$ cat config.mk
export PLATFORM = sky130hd
export DESIGN_NAME = fp_div_seq_flat
export DESIGN_NICKNAME = d
export VERILOG_FILES = /design/src/rtl/fp_div_seq_if.sv /design/src/rtl/fp_div_seq.sv /design/src/flat_wrapper.sv
export SDC_FILE = /design/constraint.sdc
export NUM_CORES = 1
export LEC_CHECK = 0
export CORE_ASPECT_RATIO = 0.9
export CORE_UTILIZATION = 63
export CTS_CLUSTER_SIZE = 28
export DETAILED_ROUTE_END_ITERATION = 7
export GPL_TIMING_DRIVEN = 0
export PLACE_DENSITY = 0.85
export SYNTH_ARGS = -nofsm -noshare
export SYNTH_HDL_FRONTEND = slang
export SYNTH_SLANG_ARGS = --single-unit
export TNS_END_PERCENT = 20
$ cat constraint.sdc
create_clock -name clk -period 17.8 [get_ports clk]
set_input_delay 2.67 -clock clk [delete_from_list [all_inputs] [get_ports clk]]
set_output_delay 2.67 -clock clk [all_outputs]
set_load 0.005 [all_outputs]
$ cat src/rtl/fp_div_seq_if.sv
// Start/done handshake between the ALU issue logic and the iterative FP divider.
// The master drives operands and start; the slave returns the held result and flags.
interface fp_div_seq_if;
  logic        start;
  logic [31:0] fp_X;
  logic [31:0] fp_Y;
  logic [2:0]  r_mode;
  logic        busy;
  logic        done;
  logic [31:0] fp_Z;
  logic        ovrf;
  logic        udrf;
  logic        dz;

  modport master (
    output start, fp_X, fp_Y, r_mode,
    input  busy, done, fp_Z, ovrf, udrf, dz
  );

  modport slave (
    input  start, fp_X, fp_Y, r_mode,
    output busy, done, fp_Z, ovrf, udrf, dz
  );
endinterface

$ cat src/rtl/fp_div_seq.sv
// Iterative single-precision divider (restoring radix-2, flush-to-zero); done 30 edges after accept, 2 for specials.
// One divide in flight: start is ignored while busy, result and flags hold until the next done.
module fp_div_seq #(
  parameter int ITER = 27
) (
  input logic         clk,
  input logic         rst_n,
  fp_div_seq_if.slave bus
);

  typedef enum logic [2:0] {S_IDLE, S_CLASSIFY, S_ITER, S_ROUND, S_DONE} state_t;

  state_t             state;
  logic [31:0]        x_q, y_q;
  logic [2:0]         mode_q;
  logic [4:0]         cnt;
  logic [25:0]        rem;
  logic [26:0]        quo;
  logic signed [9:0]  exp_base;
  logic [31:0]        res_z;
  logic               res_ovrf, res_udrf, res_dz;

  // Operand classification
  logic sign, x_zero, y_zero, x_inf, y_inf, x_nan, y_nan;
  logic spec_hit, spec_dz;
  logic [31:0] spec_z;
  logic signed [9:0] exp_calc;

  assign sign   = x_q[31] ^ y_q[31];
  assign x_zero = (x_q[30:23] == 8'h00);
  assign y_zero = (y_q[30:23] == 8'h00);
  assign x_inf  = (x_q[30:23] == 8'hFF) && (x_q[22:0] == 23'd0);
  assign y_inf  = (y_q[30:23] == 8'hFF) && (y_q[22:0] == 23'd0);
  assign x_nan  = (x_q[30:23] == 8'hFF) && (x_q[22:0] != 23'd0);
  assign y_nan  = (y_q[30:23] == 8'hFF) && (y_q[22:0] != 23'd0);
  assign exp_calc = $signed({2'b00, x_q[30:23]}) - $signed({2'b00, y_q[30:23]}) + 10'sd127;

  always_comb begin
    spec_hit = 1'b1;
    spec_dz  = 1'b0;
    spec_z   = 32'h7FC0_0000;
    if (x_nan || y_nan || (x_zero && y_zero) || (x_inf && y_inf)) begin
      spec_z = 32'h7FC0_0000;
    end else if (x_inf) begin
      spec_z = {sign, 8'hFF, 23'd0};
    end else if (y_zero) begin
      spec_z  = {sign, 8'hFF, 23'd0};
      spec_dz = 1'b1;
    end else if (x_zero || y_inf) begin
      spec_z = {sign, 31'd0};
    end else begin
      spec_hit = 1'b0;
    end
  end

  // One restoring quotient step
  logic [24:0] divisor;
  logic        rem_ge;
  logic [25:0] rem_sub, rem_nxt;

  assign divisor = {1'b1, y_q[22:0]};
  assign rem_ge  = (rem >= {1'b0, divisor});
  assign rem_sub = rem_ge ? (rem - {1'b0, divisor}) : rem;
  assign rem_nxt = rem_sub << 1;

  // Normalise and round
  logic [22:0]       mant;
  logic              g_bit, s_bit, inc;
  logic [23:0]       mant_sum;
  logic signed [9:0] exp_adj, exp_rnd;
  logic [31:0]       rnd_z;
  logic              rnd_ovrf, rnd_udrf;

  always_comb begin
    if (quo[26]) begin
      mant    = quo[25:3];
      g_bit   = quo[2];
      s_bit   = (|quo[1:0]) | (|rem);
      exp_adj = exp_base;
    end else begin
      mant    = quo[24:2];
      g_bit   = quo[1];
      s_bit   = quo[0] | (|rem);
      exp_adj = exp_base - 10'sd1;
    end

    case (mode_q)
      3'b001:  inc = 1'b0;
      3'b010:  inc = (g_bit | s_bit) & sign;
      3'b011:  inc = (g_bit | s_bit) & ~sign;
      3'b100:  inc = g_bit;
      default: inc = g_bit & (s_bit | mant[0]);
    endcase

    mant_sum = {1'b0, mant} + {23'd0, inc};
    exp_rnd  = exp_adj + $signed({9'd0, mant_sum[23]});

    rnd_ovrf = 1'b0;
    rnd_udrf = 1'b0;
    rnd_z    = {sign, exp_rnd[7:0], mant_sum[22:0]};
    if (exp_rnd >= 10'sd255) begin
      rnd_ovrf = 1'b1;
      case (mode_q)
        3'b001:  rnd_z = {sign, 31'h7F7F_FFFF};
        3'b010:  rnd_z = sign ? 32'hFF80_0000 : 32'h7F7F_FFFF;
        3'b011:  rnd_z = sign ? 32'hFF7F_FFFF : 32'h7F80_0000;
        default: rnd_z = {sign, 8'hFF, 23'd0};
      endcase
    end else if (exp_rnd <= 10'sd0) begin
      rnd_udrf = 1'b1;
      rnd_z    = {sign, 31'd0};
    end
  end

  always_ff @(posedge clk or negedge rst_n) begin
    if (!rst_n) begin
      state    <= S_IDLE;
      x_q      <= 32'd0;
      y_q      <= 32'd0;
      mode_q   <= 3'd0;
      cnt      <= 5'd0;
      rem      <= 26'd0;
      quo      <= 27'd0;
      exp_base <= 10'sd0;
      res_z    <= 32'd0;
      res_ovrf <= 1'b0;
      res_udrf <= 1'b0;
      res_dz   <= 1'b0;
      bus.busy <= 1'b0;
      bus.done <= 1'b0;
      bus.fp_Z <= 32'd0;
      bus.ovrf <= 1'b0;
      bus.udrf <= 1'b0;
      bus.dz   <= 1'b0;
    end else begin
      bus.done <= 1'b0;
      case (state)
        S_IDLE: begin
          if (bus.start) begin
            x_q      <= bus.fp_X;
            y_q      <= bus.fp_Y;
            mode_q   <= bus.r_mode;
            bus.busy <= 1'b1;
            state    <= S_CLASSIFY;
          end
        end
        S_CLASSIFY: begin
          if (spec_hit) begin
            res_z    <= spec_z;
            res_ovrf <= 1'b0;
            res_udrf <= 1'b0;
            res_dz   <= spec_dz;
            state    <= S_DONE;
          end else begin
            exp_base <= exp_calc;
            rem      <= {2'b01, x_q[22:0]};
            quo      <= 27'd0;
            cnt      <= 5'd0;
            state    <= S_ITER;
          end
        end
        S_ITER: begin
          rem <= rem_nxt;
          quo <= {quo[25:0], rem_ge};
          cnt <= cnt + 5'd1;
          if (cnt == 5'(ITER - 1)) state <= S_ROUND;
        end
        S_ROUND: begin
          res_z    <= rnd_z;
          res_ovrf <= rnd_ovrf;
          res_udrf <= rnd_udrf;
          res_dz   <= 1'b0;
          state    <= S_DONE;
        end
        S_DONE: begin
          bus.fp_Z <= res_z;
          bus.ovrf <= res_ovrf;
          bus.udrf <= res_udrf;
          bus.dz   <= res_dz;
          bus.done <= 1'b1;
          bus.busy <= 1'b0;
          state    <= S_IDLE;
        end
        default: state <= S_IDLE;
      endcase
    end
  end

endmodule

$ cat src/flat_wrapper.sv
// flat-port wrapper written by rule: the top's interface ports become plain ports
module fp_div_seq_flat 
#(
  parameter int ITER = 27
)
  (clk, rst_n, bus_start, bus_fp_X, bus_fp_Y, bus_r_mode, bus_busy, bus_done, bus_fp_Z, bus_ovrf, bus_udrf, bus_dz);
  fp_div_seq_if bus_i ();
  input logic clk;
  input logic rst_n;
  input wire logic [$bits(bus_i.start)-1:0] bus_start;
  input wire logic [$bits(bus_i.fp_X)-1:0] bus_fp_X;
  input wire logic [$bits(bus_i.fp_Y)-1:0] bus_fp_Y;
  input wire logic [$bits(bus_i.r_mode)-1:0] bus_r_mode;
  output wire logic [$bits(bus_i.busy)-1:0] bus_busy;
  output wire logic [$bits(bus_i.done)-1:0] bus_done;
  output wire logic [$bits(bus_i.fp_Z)-1:0] bus_fp_Z;
  output wire logic [$bits(bus_i.ovrf)-1:0] bus_ovrf;
  output wire logic [$bits(bus_i.udrf)-1:0] bus_udrf;
  output wire logic [$bits(bus_i.dz)-1:0] bus_dz;
  assign bus_i.start = bus_start;
  assign bus_i.fp_X = bus_fp_X;
  assign bus_i.fp_Y = bus_fp_Y;
  assign bus_i.r_mode = bus_r_mode;
  assign bus_busy = bus_i.busy;
  assign bus_done = bus_i.done;
  assign bus_fp_Z = bus_i.fp_Z;
  assign bus_ovrf = bus_i.ovrf;
  assign bus_udrf = bus_i.udrf;
  assign bus_dz = bus_i.dz;
  fp_div_seq #(.ITER(ITER)) u_core (.clk(clk), .rst_n(rst_n), .bus(bus_i));
endmodule
Yosys cells after proc, flatten, opt, wreduce, memory -nomap -nowiden
Index checks and enable logic that the tools add are counted.
{ "word_totals": {"ff_bits": 210, "in_bits": 70, "word_cells": 126} }
{ "classes": {"addsub": 7, "order_cmp": 3, "n_eq_ne": 15, "mux": 45, "bitwise_logic": 10, "n_reduce_logical": 28} }
{ "ops": {"columns": ["op", "count"], "rows": [
  ["$mux 32", 8],
  ["$pmux 32 s3", 1],
  ["$pmux 32 s2", 1],
  ["$pmux 27 s2", 1],
  ["$pmux 26 s2", 1],
  ["$logic_not 23->1", 2],
  ["$reduce_bool 23->1", 2],
  ["$mux 31", 1],
  ["$mux 27", 1],
  ["$ge 26x24->1", 1],
  ["$mux 26", 1],
  ["$reduce_or 26->1", 1],
  ["$mux 25", 1],
  ["$sub 25x24->25", 1],
  ["$add 23x1->24", 1],
  ["$mux 23", 1],
  ["$eq 8x8->1 const B", 2],
  ["$logic_not 8->1", 2],
  ["$mux 1", 16],
  ["$eq 3x2->1 const B", 4],
  ["$pmux 3 s4", 1],
  ["$reduce_and 2->1", 6],
  ["$add 10x2->10", 1],
  ["$add 10x8->10 const B", 1],
  ["25 further kinds", 50]
]} }

Logic depth before layout (Yosys ltp)
{ "logic_depth": {"ltp_word": 12, "depth_mapped": 28} }

Worst setup path before layout
No wires, ideal clock.
{ "synth_timing": {"path_kind": "register -> register", "start": "register u_core.quo[26]", "end": "register u_core.res_z[13]", "setup_time_ns": 0.066, "arrival_time_ns": 5.762, "required_ns": 17.734, "path_slack_ns": 11.972, "stages_incl_launch_ff": 26, "n_path_buf": 5, "path_cell_list": "dfrtp_1 > buf_2 > buf_2 > buf_1 > buf_1 > mux2i_1 > o32a_1 > a21oi_1 > ha_1 > nand3_1 > nor3b_1 > nand4_1 > nor4_1 > nand3_1 > nor2_1 > ha_1 > ha_1 > nand2_1 > o21ai_0 > o31a_1 > a21o_1 > xor2_1 > o21ai_1 > nor3_2 > clkbuf_1 > a221o_1"} }
{ "synth_between": {"elab_chain_cells": 10, "elab_cells_between_ends": 17} }
{ "synth_rtl": {"columns": ["item", "line_no", "rtl"], "rows": [
  ["from (decl)", "fp_div_seq.sv:18", "logic [26:0] quo;"],
  ["from (signal assigned)", "fp_div_seq.sv:164", "quo <= {quo[25:0], rem_ge};"],
  ["$mux 1 or $mux 23 (tied branches)", "fp_div_seq.sv:75", "if (quo[26]) begin"],
  ["$or 1x1->1, on equally long branches", "fp_div_seq.sv:92, fp_div_seq.sv:89, fp_div_seq.sv:90", null],
  ["$and 1x1->1, on equally long branches", "fp_div_seq.sv:92, fp_div_seq.sv:89, fp_div_seq.sv:90", null],
  ["$pmux 1 s4", "fp_div_seq.sv:87", "case (mode_q)"],
  ["$add 23x1->24", "fp_div_seq.sv:95", "mant_sum = {1'b0, mant} + {23'd0, inc};"],
  ["$add 10x2->10", "fp_div_seq.sv:96", "exp_rnd = exp_adj + $signed({9'd0, mant_sum[23]});"],
  ["$le 10x1->1", "fp_div_seq.sv:109", "end else if (exp_rnd <= 10'sd0) begin"],
  ["$mux 31", "fp_div_seq.sv:109", null],
  ["$mux 32 (*)", "fp_div_seq.sv:101", "if (exp_rnd >= 10'sd255) begin"],
  ["$pmux 32 s2 (*)", "fp_div_seq.sv:137", "case (state)"],
  ["to (signal assigned)", "fp_div_seq.sv:149", "res_z <= spec_z;"],
  ["to (signal assigned)", "fp_div_seq.sv:169", "res_z <= rnd_z;"],
  ["to (decl)", "fp_div_seq.sv:20", "logic [31:0] res_z;"]
]} }
Mark *: on every way between the ends. The rest lies on a longest branch, timed or not.
A chain may end at the register's enable or synchronous reset.

Worst setup path in the final report
{ "layout_timing": {"start": "register u_core.quo[26]", "end": "register u_core.res_z[14]"} }
The elaborated chain is that of the path after synthesis.

==> flow_summary.ini <==
[drt]
drt-vias-per-instance = 6.33
routedWlPerCell_um = 19.9
drt_iter0_drc = 1008
wl_um = 33900
antenna_left = 0
dr.pass1.iters = 6
vias = 10800
drc = 0

[timing]
final_max_slew_viol_count = 0
skew_ns = 0.0153
max_freq_ghz = 0.127
finalSetupViolations = 0
worst_pin_slew_ns = 1.24
rsz0062_at_grt = false
min_period_ns = 7.87
fin_tns_setup_ns = 0
relSlewSlack_pct = 16.8
hold_violations = 0
period_share_pct = 44.2

[clocking]
cts.sinks = 210
cts_tree = yes
ctsHoldBuffers = 0
worstSkewPairLatency_ns = 0.52
clk_pin_slew_ns = 0.06
cts_root_buffer = clkbuf_16
cts_made_buffers = 23
cts_max_path_buffers = 3
ctsResizeCount = 0
h-tree-depth = 1
cts_setup_buffers = 0

[worst_setup_path]
r2r_slack_ns = 9.93
end_kind = register
cpPeakStageDelay_ns = 0.79
worst-path-buf-inv = 5
cp.arrival_ns = 8.32
startpoint = u_core.quo[26]
crit_family = simple AND/OR/NAND/NOR gates
worstPathRequired_ns = 18.25
crit_type = reg2reg
path_max_fanout = 10
regToRegStartpoint = u_core.quo[26]
r2r_cells = 25
crit_path_start_kind = register
cp_common_cell = ha_1
crit_slowest_cell = nor4_1
r2r-end = u_core.res_z[14]

[yosys]
ys_seq_elements = 210
synth.avg_cell_area_sq_um = 9.41
ys_async_sr_fraction_pct = 100
synth_nets = 1418
synth_ff_type = dfrtp_1
synth_edf_count = 0
synth_seq_area_share_pct = 42.7
ys_warn_count = 0
synth_area_sq_um = 12300
synth_cells = 1307
post_synth_num_cell_types = 74

[flow_run]
cap_violations = 0

[pwr]
p_int_mw = 1.63
vdd_ir_drop_max_mv = 0.130
pwr-share-clk_pct = 16.4
combinationalPowerShare_pct = 54.3
swShare_pct = 44.3
seqPwrFrac_pct = 29.3
power.leakage_nw = 6.22
powerDensity_nw_per_um2 = 202
p_sw_mw = 1.29

[layout]
fillerInstances = 1360
nNetsFinal = 1550
final_area_sq_um = 14500
final_layout_size_suffix_gt1_share_pct = 9.63
area_growth_pct = 17.6
diodes = 0

[global_routing]
grt_usage_pct = 34.4
grt_pass1_vias = 10300
grt_max_degree = 123
overflow = 0
grt_pass1_wl_um = 54000
antenna_found_initial = 0

[min_path]
min_path_cells = 1
hold_end = u_core.bus.busy
hp-start = u_core.bus.busy
hp-class = reg2reg

[die]
dieArea_sq_um = 20100
die_w_um = 149
placementRows = 48
dieHeight_um = 135
top_level_ports = 107
core_sq_um = 19200
start_util_pct = 64.2

[placement]
hpwl_um = 24600
port_buffers = 106
place_area_sq_um = 13700
gp_congestion = 0.961

[status]
outcome = finished, final reports clean
Yosys cell counts, types with 14 or more instances:
cell type  count  share of area [%]
nor3_1        22               0.90
nand3_1       62                2.5
nor4_1        28                1.4
and3_1        21                1.1
xor2_1        35                2.5
mux2_2        77                7.1
nor2_1        61                1.9
a31oi_1       25                1.3
a21o_1        14               0.85
mux2i_1       32                2.6
a21oi_1       40                1.6
o21ai_0       86                3.5
nand2_1      176                5.4
a221o_1       22                1.8
nand4_1       20                1.0
dfrtp_1      210                 43
ha_1          39                4.0
xnor2_1       42                3.0
inv_1         58                1.8
clkbuf_1      62                1.9
layout by cell type (no fill, tap or decap), types with 7 or more instances in the layout:
cell type          n
o21ai_0           86
a21oi_1           40
nor4_1            28
dfrtp_1          210
inv_1             58
a221o_1           22
nand3_1           62
o41ai_1           11
clkdlybuf4s50_1  105
a211oi_1           8
clkbuf_16         23
buf_1              8
and2_1             7
o22a_1             8
mux2i_1           32
o31ai_1           10
clkbuf_1          64
xnor2_1           42
or4_1              7
nor2b_1           13
xor2_1            35
mux2_2            77
o211ai_1           9
and3_1            21
ha_1              39
nand2_1          176
nand4_1           20
a21o_1            14
nor3_1            22
nor2_1            61
a31oi_1           25
power by group through the flow:
stage               combinational [mW]  clock (mW)  sequential [mW]
CTS                               1.55       0.485            0.849
global placement                  1.49           0            0.843
floorplan                         1.14           0            0.789
finish                            1.58       0.479            0.856
global route                      1.73       0.501            0.875
detailed placement                1.53           0            0.853
sequential cells by signal (all words and copies together) (netlist names):
| register | flops |
|---|---|
| u_core.rem | 26 |
| u_core.bus.fp_Z | 32 |
| u_core.bus.busy | 1 |
| u_core.mode_q | 3 |
| u_core.bus.dz | 1 |
| u_core.cnt | 5 |
| u_core.res_udrf | 1 |
| u_core.exp_base | 10 |
| u_core.state | 3 |
| u_core.res_ovrf | 1 |
| u_core.quo | 27 |
| u_core.bus.udrf | 1 |
| u_core.bus.done | 1 |
| u_core.res_z | 32 |
| u_core.res_dz | 1 |
| u_core.x_q | 32 |
| u_core.y_q | 32 |
| u_core.bus.ovrf | 1 |
metal layers:
metal,global-route usage (%),up-vias,part of all wire [%]
met5,0,-,0
met4,14.3,0,4.6
met3,4.90,101,6.8
met2,56.9,510,47
met1,45.5,5192,41
li1,-,4984,-
worst max path at each step:
stage,end,slack (ns),depth (start not counted)
after detailed placement,u_core.res_z[14],10.01,25
after global routing,u_core.res_z[19],9.43,25
after global placement,u_core.y_q[12],5.48,1
final,u_core.res_z[14],9.93,25
after floorplan,u_core.res_z[13],11.97,25
after CTS,u_core.res_z[14],10.01,25
cells by family (layout without fill, tap and decap cells):
group / after synthesis / after routing / share of synthesized area (%)
AO/OA/AOI/OAI: 284 / 284 / 15.6
XOR/XNOR: 77 / 77 / 5.48
adder cells (fa/ha/maj): 41 / 41 / 4.29
buffers and inverters: 139 / 286 / 4.51
flip-flops: 210 / 210 / 42.7
multiplexers: 109 / 109 / 9.66
AND/OR/NAND/NOR: 447 / 447 / 17.7
layout make-up:
| class | instances | area (sq um) | area share [%] |
|---|---|---|---|
| multi-input combinational | 958 | 6490 | 44.9 |
| sequential | 210 | 5260 | 36.3 |
| timing repair buffer | 107 | 1090 | 7.56 |
| clock buffer | 29 | 638 | 4.41 |
| buffer | 79 | 329 | 2.28 |
| tap | 250 | 313 | 2.16 |
| inverter | 60 | 225 | 1.56 |
| clock inverter | 11 | 119 | 0.822 |
metrics by stage:
step	hold WS (ns)	power (mW)	setup WS (ns)	utilization, %	cells
floorplan	0.441	1.93	11.97	-	1307
detailed placement	0.467	2.38	10.01	71.5	1664
finish	0.480	2.92	9.93	75.5	1704
global placement	0.460	2.33	5.48	71.3	1663
CTS	0.486	2.88	10.01	75.5	1704
global route	0.506	3.10	9.43	75.5	1704
(Power assumes the default switching activity.)
==> RTL change 1, RTL diff (same flow settings) <==
Encoding of `state_t`: now one-hot (5 bits for 5 states).
--- a/src/rtl/fp_div_seq.sv
+++ b/src/rtl/fp_div_seq.sv
@@ -10,3 +10,3 @@
 
-  typedef enum logic [2:0] {S_IDLE, S_CLASSIFY, S_ITER, S_ROUND, S_DONE} state_t;
+  typedef enum logic [4:0] {S_IDLE = 5'b00001, S_CLASSIFY = 5'b00010, S_ITER = 5'b00100, S_ROUND = 5'b01000, S_DONE = 5'b10000} state_t;
 
Formal check against the unedited RTL: no difference found for any inputs over 10 cycles, from zero or initial values and one cycle with rst_n low; not proved beyond that.
==> RTL change 1 against the unedited design <==
Sequential power down 13%; via count fell by 2.2%; global-route usage is 1.0 points lower; setup slack improved by 40 ps; combinational power is 27% lower; sequential cell count increased by 2; fmax grew 0.51%; area after synthesis decreased by 1.6%; critical path depth fell by 1; wire length is 5.0% lower; power shrank 18%; final area fell by 1.1%; critical path type unchanged.
==> RTL change 1: results (changes against the unedited design) <==
stage,metric,value,unit,change
status,status,"finished, final reports clean",,unchanged
yosys,synth-xor-area-share,0.05577,,was 0.05485
setup_path,max_stage_delay,970,ps,was 790 ps
yosys,synth.distinct_cells,76,,was 74
setup_path,reg2reg_to,u_core.res_z[17]$_DFFE_PN0P_,,was u_core.res_z[14]$_DFFE_PN0P_
min_path,worstHoldStart,u_core.res_z[26]$_DFFE_PN0P_,,was u_core.bus.busy$_DFFE_PN0P_
power_and_ir_drop,peakVddDrop,0.0001092,V,was 0.0001305 V
yosys,synth_compound_area_frac,0.1575,,was 0.1562
finish,drive_gt1_frac,0.07965,,was 0.09629
finish,nets,1564,,was 1550
power_and_ir_drop,p_leak,6.163,nW,was 6.219 nW
yosys,synthTopCellsByCount,"253 x nand2_1, 211 x dfrtp_1, 115 x o21ai_0, 76 x nor2_1, 57 x clkbuf_1",,"was 210 x dfrtp_1, 176 x nand2_1, 86 x o21ai_0, 77 x mux2_2"
drt,drt_pass1_iterations,7,,was 6
setup_path,rr_worst_depth,24,,was 25
yosys,netlist_top_cells_area,"dfrtp_1 44%, nand2_1 7.9%, o21ai_0 4.8%",,"was dfrtp_1 43%, mux2_2 7.1%, nand2_1 5.4%"
timing,worst_slew_pin_slew,1130,ps,was 1238 ps
setup_path,worstPathArrival,8240,ps,was 8320 ps
power_and_ir_drop,swShare,0.4162,,was 0.4428
drt,via_per_inst,6.155,,was 6.330
yosys,muxShareOfSynthArea,0.07056,,was 0.09657
placement,gp_congestion,0.9383,,was 0.9614
yosys,synth_nets,1432,,was 1418
drt,drt_iter0_markers,952,,was 1008
yosys,synthAdderAreaFrac,0.04366,,was 0.04294
global_route,grt_max_degree,114,,was 123
global_route,grt_pass1_wl,52250,um,was 54050 um
RTL change 1: per-layer routing:
metal,vias to the layer above,GRT usage,share of wire
li1,4934,-,-
met3,111,0.04486,0.058
met5,-,0.002500,0
met2,409,0.5746,0.49
met1,5095,0.4156,0.40
met4,0,0.1598,0.050
RTL change 1: how the worst max path moves through the flow:
stage	depth (start not counted)	slack [ps]	endpoint
finish	24	9970	u_core.res_z[17]$_DFFE_PN0P_
floorplan	24	11760	u_core.res_z[17]$_DFFE_PN0P_
global route	22	9530	u_core.res_z[17]$_DFFE_PN0P_
detailed placement	24	10240	u_core.res_z[18]$_DFFE_PN0P_
CTS	24	10120	u_core.res_z[17]$_DFFE_PN0P_
global placement	1	5470	u_core.rem[10]$_DFFE_PN0P_
RTL change 1: power by group through the flow:
stage                     Sequential (mW)  Combinational [mW]  Clock (mW)
after floorplan                     0.698               0.884           0
after global placement              0.741                1.11           0
after detailed placement            0.745                1.14           0
after CTS                           0.739                1.15       0.504
after global routing                0.756                1.28       0.523
final                               0.744                1.16       0.502
RTL change 1: through the flow:
step	util	hold WS, ps	cells
finish	0.7695	466.2	1714
CTS	0.7692	467.1	1714
detailed placement	0.7261	452.6	1673
floorplan	-	430.5	1321
global route	0.7695	491.5	1714
global placement	0.7243	448.4	1672
RTL change 1: area by class of cell:
cell class                 instances  share of cell area
buffer                            74             0.02153
clock inverter                    13             0.01094
multi-input combinational        987              0.4408
tap                              245             0.02144
timing repair buffer             107             0.07648
inverter                          48             0.01260
clock buffer                      28             0.04506
sequential                       212              0.3711
RTL change 1: cells by family after synthesis:
logic type | count (synthesis)
AND/OR/NAND/NOR | 498
AO/OA/AOI/OAI | 291
flip-flops | 212
buffers and inverters | 122
multiplexers | 80
XOR/XNOR | 77
adder cells (fa/ha/maj) | 41
RTL change 1: critical path, delay by kind of cell, from the launching register on:
kind | cells | cell delay [ps]
flops | 1 | 480
mux | 1 | 200
xor+xnor | 1 | 180
buf+inv | 5 | 2010
simple gates | 8 | 2630
fa+ha+maj | 3 | 760
compound gates | 6 | 1430
==> RTL change 2, RTL diff (same settings) <==
Made on the original files. `ITER` is set to 27 in 2 places; all go to 16.
--- a/src/rtl/fp_div_seq.sv
+++ b/src/rtl/fp_div_seq.sv
@@ -3,3 +3,3 @@
 module fp_div_seq #(
-  parameter int ITER = 27
+  parameter int ITER = 16
 ) (
--- a/src/flat_wrapper.sv
+++ b/src/flat_wrapper.sv
@@ -3,3 +3,3 @@
 #(
-  parameter int ITER = 27
+  parameter int ITER = 16
 )
Formal check against the unedited RTL: no difference found for any inputs over 4 cycles, from zero or initial values and one cycle with rst_n low; that may be too few to reach the edited logic, so the function may still have changed.
==> RTL change 2 against the unedited design <==
Count of clock-buffer cells in the layout up 4; fmax up 0.93%; sequential cell count unchanged; wire length up 5.6%; power up 4.9%; setup slack better by 72 ps; area after synthesis up 3.2%; final area up 3.3%; clock skew up 3.9 ps; hold slack better by 2.9 ps; non-clock buffer count up 4; sequential power about the same; synthesized cell count up 4.4%.
==> RTL change 2: results (changes against the unedited design) <==
stage,metric,value,unit,change
yosys,netlist_top_cells_area,"dfrtp_1 41%, mux2_2 6.6%, nand2_1 6.5%",,"was dfrtp_1 43%, mux2_2 7.1%, nand2_1 5.4%"
placement,place_ws,10220,ps,was 10010 ps
clocking,clk_latency,520,ps,about the same
min_path,hold_depth,2,,was 1
yosys,synthTopCellsByCount,"219 x nand2_1, 210 x dfrtp_1, 107 x o21ai_0, 74 x mux2_2, 61 x clkbuf_1",,"was 210 x dfrtp_1, 176 x nand2_1, 86 x o21ai_0, 77 x mux2_2"
min_path,worstHoldStart,u_core.res_ovrf$_DFFE_PN0P_,,was u_core.bus.busy$_DFFE_PN0P_
setup_path,cp_max_fo,10,,unchanged
drt,routedWlPerCell,20.29,um,was 19.87 um
status,status,"finished, final reports clean",,unchanged
placement,gp_congestion,0.9847,,was 0.9614
clocking,clockBufferDepth,3,,unchanged
power_and_ir_drop,peakVddDrop,0.0001483,V,was 0.0001305 V
global_route,grt_usage,0.3532,,was 0.3440
setup_path,path_class,reg -> reg,,unchanged
timing,skew,19.26,ps,was 15.33 ps
drt,dr_total_vias,11252,,was 10787
power_and_ir_drop,p_leak,6.212,nW,was 6.219 nW
setup_path,max_stage_delay,600,ps,was 790 ps
placement,hpwlAfterDp,25980,um,was 24610 um
setup_path,r2r-start,u_core.quo[26]$_DFFE_PN0P_,,unchanged
global_route,grt_pass1_wl,56610,um,was 54050 um
yosys,synth_seq_area_share,0.4143,,was 0.4274
setup_path,rr_worst_depth,24,,was 25
yosys,synthCells,1364,,was 1307
setup_path,worstPathArrival,8180,ps,was 8320 ps
yosys,synth_ff_type,dfrtp_1,,unchanged
min_path,hold_class,reg -> reg,,unchanged
finish,nets,1608,,was 1550
yosys,synth_nets,1475,,was 1418
drt,drt_iter0_markers,1143,,was 1008
finish,n_fill_cell,1326,,was 1360
drt,routed_wl,35750,um,was 33860 um
timing,final.min_clock_period,7802,ps,was 7874 ps
placement,dp.cells,1722,,was 1664
setup_path,crit_slowest_cell,or4b_4,,was nor4_1
setup_path,path_delay_family,compound AO/OA/AOI/OAI gates,,was simple AND/OR/NAND/NOR gates
placement,port_buffers,106,,unchanged
clocking,root_buffer,clkbuf_16,,unchanged
yosys,synth.distinct_cells,95,,was 74
timing,slew_headroom,0.2109,,was 0.1680
finish,drive_gt1_frac,0.1164,,was 0.09629
global_route,grt_max_degree,126,,was 123
[RTL change 2: final timing paths]
check / end / slack (ps)
worst min-delay path: u_core.res_ovrf$_DFFE_PN0P_ / 480
worst min register to register: u_core.res_ovrf$_DFFE_PN0P_ / 480
max in group asynchronous: u_core.quo[21]$_DFFE_PN0P_ / 14710
min in group asynchronous: u_core.x_q[25]$_DFFE_PN0P_ / 2220
worst max register to register: u_core.res_z[7]$_DFFE_PN0P_ / 10000
worst max-delay path: u_core.res_z[7]$_DFFE_PN0P_ / 10000
[RTL change 2: worst reg2reg max path, delay by kind of cell, from the launching register on]
family,cells,cell delay (ps)
flip-flops,1,560
buffers and inverters,5,1610
adder cells (fa/ha/maj),3,880
multiplexers,3,890
AND/OR/NAND/NOR,5,1490
XOR/XNOR,1,370
AO/OA/AOI/OAI,7,1870
[RTL change 2: power by group]
part	leakage (nW)	internal [mW]	total [mW]	switching, mW
Combinational	3.16	0.689	1.68	0.994
Clock	0.398	0.326	0.524	0.198
Sequential	2.66	0.673	0.855	0.182
Total	6.21	1.69	3.06	1.37
[RTL change 2: layout make-up]
class	instances	area (um2)	share of cell area
plain buffers	82	364.1	0.02439
clock buffers	33	653.1	0.04374
clock inverters	7	160.2	0.01073
inverters	58	217.7	0.01458
multi-input cells	1014	6847	0.4586
flip-flops and latches	210	5255	0.3520
well taps	250	312.8	0.02095
repair buffers	108	1121	0.07509
[RTL change 2: layer usage]
layer,up-vias,part of all wire,track usage
met1,5453,0.42,0.5051
met3,79,0.10,0.06967
met4,0,0.024,0.09626
li1,5154,-,-
met5,-,0,0
met2,566,0.45,0.5472
[RTL change 2: kinds of logic after synthesis]
group                    share of synthesized area
buffers and inverters                      0.04587
AND/OR/NAND/NOR                             0.1927
adder cells (fa/ha/maj)                    0.04163
flip-flops                                  0.4143
XOR/XNOR                                   0.05436
multiplexers                               0.08089
AO/OA/AOI/OAI                               0.1703
[RTL change 2: through the flow]
step	hold slack, ps	instance area (um2)
2_1_floorplan	441.4	12680
3_3_place_gp	458.8	14060
3_5_place_dp	467.8	14120
4_1_cts	482.9	14930
5_1_grt	499.7	14930
6_report	483.2	14930
